`src/rtl/iot_sensor_pkg.sv`:
```
// Shared types and constants for the sensor-interface I2C master.
package iot_sensor_pkg;

    // Transaction sequencer states of the single-byte I2C master
    typedef enum logic [3:0] {
        IDLE,
        START,
        ADDR,
        ADDR_ACK,
        WR_DATA,
        WR_ACK,
        RD_DATA,
        RD_NACK,
        STOP,
        DONE
    } i2c_mst_state_e;

    // clk cycles per quarter bit period (100 kHz SCL from a 100 MHz clk)
    localparam int I2C_CLK_DIV_DEFAULT = 250;

    // Bit slots from accept to the done pulse, full transfer and address NACK
    localparam int I2C_SLOTS_FULL      = 20;
    localparam int I2C_SLOTS_ADDR_NACK = 11;

endpackage

```
`src/rtl/i2c_bit_timer.sv`:
```
// Quarter-period timer for one I2C bit slot, with SCL clock-stretch hold.
module i2c_bit_timer #(
    parameter int CLK_DIV = 250
) (
    input  logic       clk,
    input  logic       rst_n,
    input  logic       run,
    input  logic       scl_i,
    output logic [1:0] phase,
    output logic       sample_stb,
    output logic       slot_end
);

    localparam int            QW    = (CLK_DIV > 1) ? $clog2(CLK_DIV) : 1;
    localparam logic [QW-1:0] QLAST = QW'(CLK_DIV - 1);

    logic [QW-1:0] qcnt;
    logic          q_last;
    logic          stretch_hold;

    assign q_last = (qcnt == QLAST);

    // A slave holding SCL low after we released it freezes the slot in q2
    assign stretch_hold = (phase == 2'd2) && !scl_i;

    assign sample_stb = run && (phase == 2'd2) && q_last && !stretch_hold;
    assign slot_end   = run && (phase == 2'd3) && q_last;

    // Quarter counter and phase; cleared whenever the sequencer is not running
    always_ff @(posedge clk) begin
        if (!rst_n || !run) begin
            qcnt  <= '0;
            phase <= 2'd0;
        end else if (!stretch_hold) begin
            if (q_last) begin
                qcnt  <= '0;
                phase <= phase + 2'd1;
            end else begin
                qcnt <= qcnt + QW'(1);
            end
        end
    end

endmodule

```
`src/rtl/i2c_master_controller.sv`:
```
// Single-byte I2C master: START, address+R/W, one data byte, STOP.
module i2c_master_controller
    import iot_sensor_pkg::*;
#(
    parameter int CLK_DIV = I2C_CLK_DIV_DEFAULT
) (
    input  logic       clk,
    input  logic       rst_n,
    input  logic       start_read,
    input  logic [6:0] slave_addr,
    input  logic       read_write_n,
    input  logic [7:0] write_data,
    output logic [7:0] i2c_read_data,
    output logic       transaction_done,
    output logic       ack_error,
    output logic       busy,
    output logic       scl_oe,
    input  logic       scl_i,
    output logic       sda_oe,
    input  logic       sda_i
);

    i2c_mst_state_e state_q, state_d;

    logic [1:0] phase;
    logic       sample_stb;
    logic       slot_end;
    logic       run;
    logic       accept;

    logic [2:0] bit_cnt;
    logic       err_q;
    logic [7:0] rd_data_q;
    logic [7:0] tx_sr;
    logic [7:0] rx_sr;
    logic [7:0] wdata_q;
    logic       rw_q;

    assign accept = (state_q == IDLE) && start_read;
    assign run    = (state_q != IDLE) && (state_q != DONE);

    i2c_bit_timer #(
        .CLK_DIV (CLK_DIV)
    ) u_bit_timer (
        .clk        (clk),
        .rst_n      (rst_n),
        .run        (run),
        .scl_i      (scl_i),
        .phase      (phase),
        .sample_stb (sample_stb),
        .slot_end   (slot_end)
    );

    // State register
    always_ff @(posedge clk) begin
        if (!rst_n) begin
            state_q <= IDLE;
        end else begin
            state_q <= state_d;
        end
    end

    // Next-state: advance on slot boundaries, byte states run for 8 slots
    always_comb begin
        state_d = state_q;
        unique case (state_q)
            IDLE:     if (start_read) state_d = START;
            START:    if (slot_end) state_d = ADDR;
            ADDR:     if (slot_end && bit_cnt == 3'd7) state_d = ADDR_ACK;
            ADDR_ACK: if (slot_end) state_d = err_q ? STOP : (rw_q ? RD_DATA : WR_DATA);
            WR_DATA:  if (slot_end && bit_cnt == 3'd7) state_d = WR_ACK;
            WR_ACK:   if (slot_end) state_d = STOP;
            RD_DATA:  if (slot_end && bit_cnt == 3'd7) state_d = RD_NACK;
            RD_NACK:  if (slot_end) state_d = STOP;
            STOP:     if (slot_end) state_d = DONE;
            DONE:     state_d = IDLE;
            default:  state_d = IDLE;
        endcase
    end

    // Bus drive: SCL low in q0/q1 of clocked slots; START/STOP shape SDA around high SCL
    always_comb begin
        scl_oe = 1'b0;
        sda_oe = 1'b0;
        unique case (state_q)
            START: begin
                sda_oe = phase[1];
            end
            ADDR, WR_DATA: begin
                scl_oe = ~phase[1];
                sda_oe = ~tx_sr[7];
            end
            ADDR_ACK, WR_ACK, RD_DATA, RD_NACK: begin
                scl_oe = ~phase[1];
            end
            STOP: begin
                scl_oe = ~phase[1];
                sda_oe = (phase != 2'd3);
            end
            default: begin
                scl_oe = 1'b0;
                sda_oe = 1'b0;
            end
        endcase
    end

    // Bit counter, NACK flag and the externally visible read byte
    always_ff @(posedge clk) begin
        if (!rst_n) begin
            bit_cnt   <= 3'd0;
            err_q     <= 1'b0;
            rd_data_q <= 8'h00;
        end else begin
            if (accept) begin
                bit_cnt <= 3'd0;
                err_q   <= 1'b0;
            end
            if (slot_end && (state_q == ADDR || state_q == WR_DATA || state_q == RD_DATA)) begin
                bit_cnt <= bit_cnt + 3'd1;
            end
            if (sample_stb && (state_q == ADDR_ACK || state_q == WR_ACK) && sda_i) begin
                err_q <= 1'b1;
            end
            if (slot_end && state_q == STOP && rw_q && !err_q) begin
                rd_data_q <= rx_sr;
            end
        end
    end

    // Request latch and shift registers; contents only matter inside a transaction
    always_ff @(posedge clk) begin
        if (accept) begin
            tx_sr   <= {slave_addr, read_write_n};
            rw_q    <= read_write_n;
            wdata_q <= write_data;
        end else if (slot_end && (state_q == ADDR || state_q == WR_DATA)) begin
            tx_sr <= {tx_sr[6:0], 1'b0};
        end else if (slot_end && state_q == ADDR_ACK) begin
            tx_sr <= wdata_q;
        end
        if (sample_stb && state_q == RD_DATA) begin
            rx_sr <= {rx_sr[6:0], sda_i};
        end
    end

    assign i2c_read_data    = rd_data_q;
    assign transaction_done = (state_q == DONE);
    assign ack_error        = (state_q == DONE) && err_q;
    assign busy             = rst_n && ((state_q != IDLE) || start_read);

endmodule

```
`config.mk`:
```
export PLATFORM = sky130hd
export DESIGN_NAME = i2c_master_controller
export DESIGN_NICKNAME = d
export VERILOG_FILES = /design/src/rtl/iot_sensor_pkg.sv /design/src/rtl/i2c_bit_timer.sv /design/src/rtl/i2c_master_controller.sv
export SDC_FILE = /design/constraint.sdc
export NUM_CORES = 1
export LEC_CHECK = 0
export ABC_AREA = 1
export CAP_MARGIN = 25
export CORE_ASPECT_RATIO = 0.8
export CORE_MARGIN = 8
export CORE_UTILIZATION = 57
export DETAILED_ROUTE_END_ITERATION = 7
export PLACE_DENSITY_LB_ADDON = 0.2
export RECOVER_POWER = 100
export SETUP_SLACK_MARGIN = 0.02
export SKIP_CTS_REPAIR_TIMING = 1
export SYNTH_ARGS = -nofsm -noshare
export SYNTH_HDL_FRONTEND = slang
export SYNTH_SLANG_ARGS = --single-unit
```
`constraint.sdc`:
```
create_clock -name clk -period 7.1 [get_ports clk]
set_clock_uncertainty 0.05 [all_clocks]
set_input_delay 1.065 -clock clk [delete_from_list [all_inputs] [get_ports clk]]
set_output_delay 1.065 -clock clk [all_outputs]
set_load 0.02 [all_outputs]
```
==> impl_metrics.tcl <==
set metrics [dict create \
    path_class "flip-flop to output port" \
    cp_common_cell "inv_1" \
    fin_tns_setup_ps 0 \
    top_layer_used "met4" \
    final_nets 342 \
    synth_top_area_share 0.311 \
    min_period_ps 3980 \
    multi_input_comb_area_um2 935 \
    crit_slowest_cell "o21ai_0" \
    cts_tree "yes" \
    overflow 0 \
    netlist_top_cells_area "edfxtp_1, dfxtp_1, nand2_1" \
    die_w_um 88.7 \
    path_cells "inv_1, nor2_1, inv_1, o21ai_0, nand2_1, o211ai_1, clkdlybuf4s50_1" \
    synth.mux.area_fraction 0 \
    synth_adder_area_share 0.0311 \
    syn_area_per_cell_um2 8.62 \
    synth-xor-area-share 0.0145 \
    utilization 0.692 \
    grt_pass1_wl_mm 7.85 \
    fill_cells 352 \
    io_pins 34 \
    vdd_drop_max_mv 0.205 \
    dp_hpwl_mm 3.61 \
    yosysMostFrequentCell "nand2_1" \
    crit_required_ps 5980 \
    syn_area_mm2 0.00241 \
    wl_met2_mm 2.12 \
    fp.dieH_um 74.2 \
    postRouteAntennaNets 0 \
    rows 21 \
    synth_sequential_area_ratio 0.527 \
    die-area_mm2 0.00658 \
    critPathArrivalTime_ps 2870 \
    fmax_mhz 251 \
    drc 0 \
    powerDensity_mw_per_mm2 283 \
    htree_levels 2 \
    tightest_slew_ps 1160 \
    wl_met1_mm 2.29 \
    antenna_found_initial 0 \
    globalplace.congestion 0.923 \
    drtIter0Drc 131 \
    cts_made_buffers 5 \
    core_area_mm2 0.00413 \
    firstDrtPassIters 4 \
    routed_via_density 5.06 \
    synth_top_family_by_area "simple AND/OR/NAND/NOR gates" \
    whs_ps 411 \
    synth_compound_area_frac 0.0762 \
    r2r_cells 7 \
    ys_types 35 \
    root_buffer "clkbuf_8" \
    vias 1888 \
    critPathMaxFanout 9 \
    whs_path_depth 0 \
    seq_area_mm2 0.00127 \
    start_util 0.585 \
    hold_viol 0 \
    synth-simple-area-share 0.281 \
    drv_cap 0 \
    critPathCaptureType "output port" \
    netlist_top_cells_count "nand2_1, nor2_1, inv_1" \
    dr_wl_met3_um 307 \
    critPathBufInv 3 \
    worst-path-stages 7 \
    syn_to_final_growth_pct 18.3 \
    yosys_warnings 0 \
    grt_pass1_vias 1700 \
    leakagePower_uw 0.00120 \
    track_usage 0.156 \
    cp-start-kind "flip-flop" \
    status "finished, final reports clean" \
    min_path_type "flip-flop to flip-flop" \
    async_flop_share 0 \
    post-synth-top-area-cell "edfxtp_1" \
    drv_slew 0 \
    finalCritPeriodShare 0.561 \
    drive_above_1_share 0.0696 \
    cpPeakStageDelay_ps 800 \
    synth-edff-count 25 \
    synthFlopType "dfxtp_1" \
    critPathTopFamily "compound AO/OA/AOI/OAI gates" \
    setup_viol 0 \
    io_buffer_count 33 \
    routed_wl_mm 4.76 \
    clock-sinks 51 \
    syn-num-nets 307 \
    grt_max_degree 21 \
    slew_headroom 0.219 \
    fin_ws_ps 3120 \
    antenna_cells 0 \
    clock_latency_ps 300 \
    clkTransAtPathRegs_ps 90 \
    ys_seq_elements 51 \
    syn_inst 280 \
    routedWlPerCell_um 12.8 \
    clock_path_buffers 2 \
    pre_cts_slack_ps 3390 \
    rsz0062_at_grt "no" \
]
[report_power, final]
group          switching, µW  internal [µW]  total [µW]
combinational            151           80.2         232
sequential              21.9            356         378
clock                   92.4            105         198
total                    266            542         807
[per-layer routing]
metal / vias up / GRT usage
li1: 981 / -
met1: 855 / 0.207
met2: 48 / 0.243
met3: 4 / 0.0419
met4: 0 / 0.0411
met5: - / 0
[placed cells by master, fill, tap and decap left out, drive strengths merged]
cell type,instances
a211oi,3
a21boi,1
a21oi,7
a31oi,8
and2,1
bufinv,1
clkbuf,7
clkdlybuf4s50,8
clkinvlp,1
dfxtp,26
dlygate4sd3,25
edfxtp,25
ha,6
inv,35
nand2,63
nand3,22
nand3b,1
nand4,1
nor2,56
nor3,3
o211a,1
o211ai,1
o21ai,5
o22ai,1
o311ai,1
o31ai,1
or2,2
xnor2,1
xor2,3
[kinds of logic (layout without fill, tap and decap cells)]
| kind of cell | count (synthesis) | after routing |
|---|---|---|
| compound gates | 29 | 29 |
| buf+inv | 41 | 77 |
| simple gates | 149 | 149 |
| flops | 51 | 51 |
| xor+xnor | 4 | 4 |
| fa+ha+maj | 6 | 6 |
[flip-flops by register name, summed over array words and instances, names as in the netlist]
signal and cells:
i2c_read_data 8, rx_sr 8, state_q 4, u_bit_timer.qcnt 8, wdata_q 8, tx_sr 8
rw_q 1, err_q 1, bit_cnt 3, u_bit_timer.phase 2
[per-stage QoR]
stage / area, µm² / total power, µW / std cells
2_1_floorplan: 2410 / 561 / 280
4_1_cts: 2890 / 829 / 373
3_3_place_gp: 2780 / 623 / 364
5_1_grt: 2850 / 862 / 373
3_5_place_dp: 2780 / 630 / 365
6_report: 2850 / 807 / 373
[area by class of cell]
| class | count | area share |
|---|---|---|
| clock buffers | 6 | 0.0254 |
| clock inverters | 2 | 0.0132 |
| inverters | 35 | 0.0461 |
| multi-input cells | 188 | 0.328 |
| flip-flops and latches | 51 | 0.446 |
| well taps | 57 | 0.0250 |
| repair buffers | 34 | 0.117 |
[final timing paths]
check	from	to	slack, ps
worst max-delay path	state_q[2]$_SDFFE_PN0P_	sda_oe	3120
worst min-delay path	rx_sr[4]$_DFFE_PP_	rx_sr[5]$_DFFE_PP_	410
worst max register to register	state_q[2]$_SDFFE_PN0P_	tx_sr[0]$_DFFE_PP_	4160
worst min register to register	rx_sr[4]$_DFFE_PP_	rx_sr[5]$_DFFE_PP_	410
[worst reg2reg max path, stage by stage (launching register included)]
cell and delay (ps):
dfxtp_1 410, inv_1 80, nor2_1 270, inv_1 110
o21ai_0 800, nand2_2 270, o311ai_0 390, clkbuf_1 270
Power figures use the tool's default switching activity.
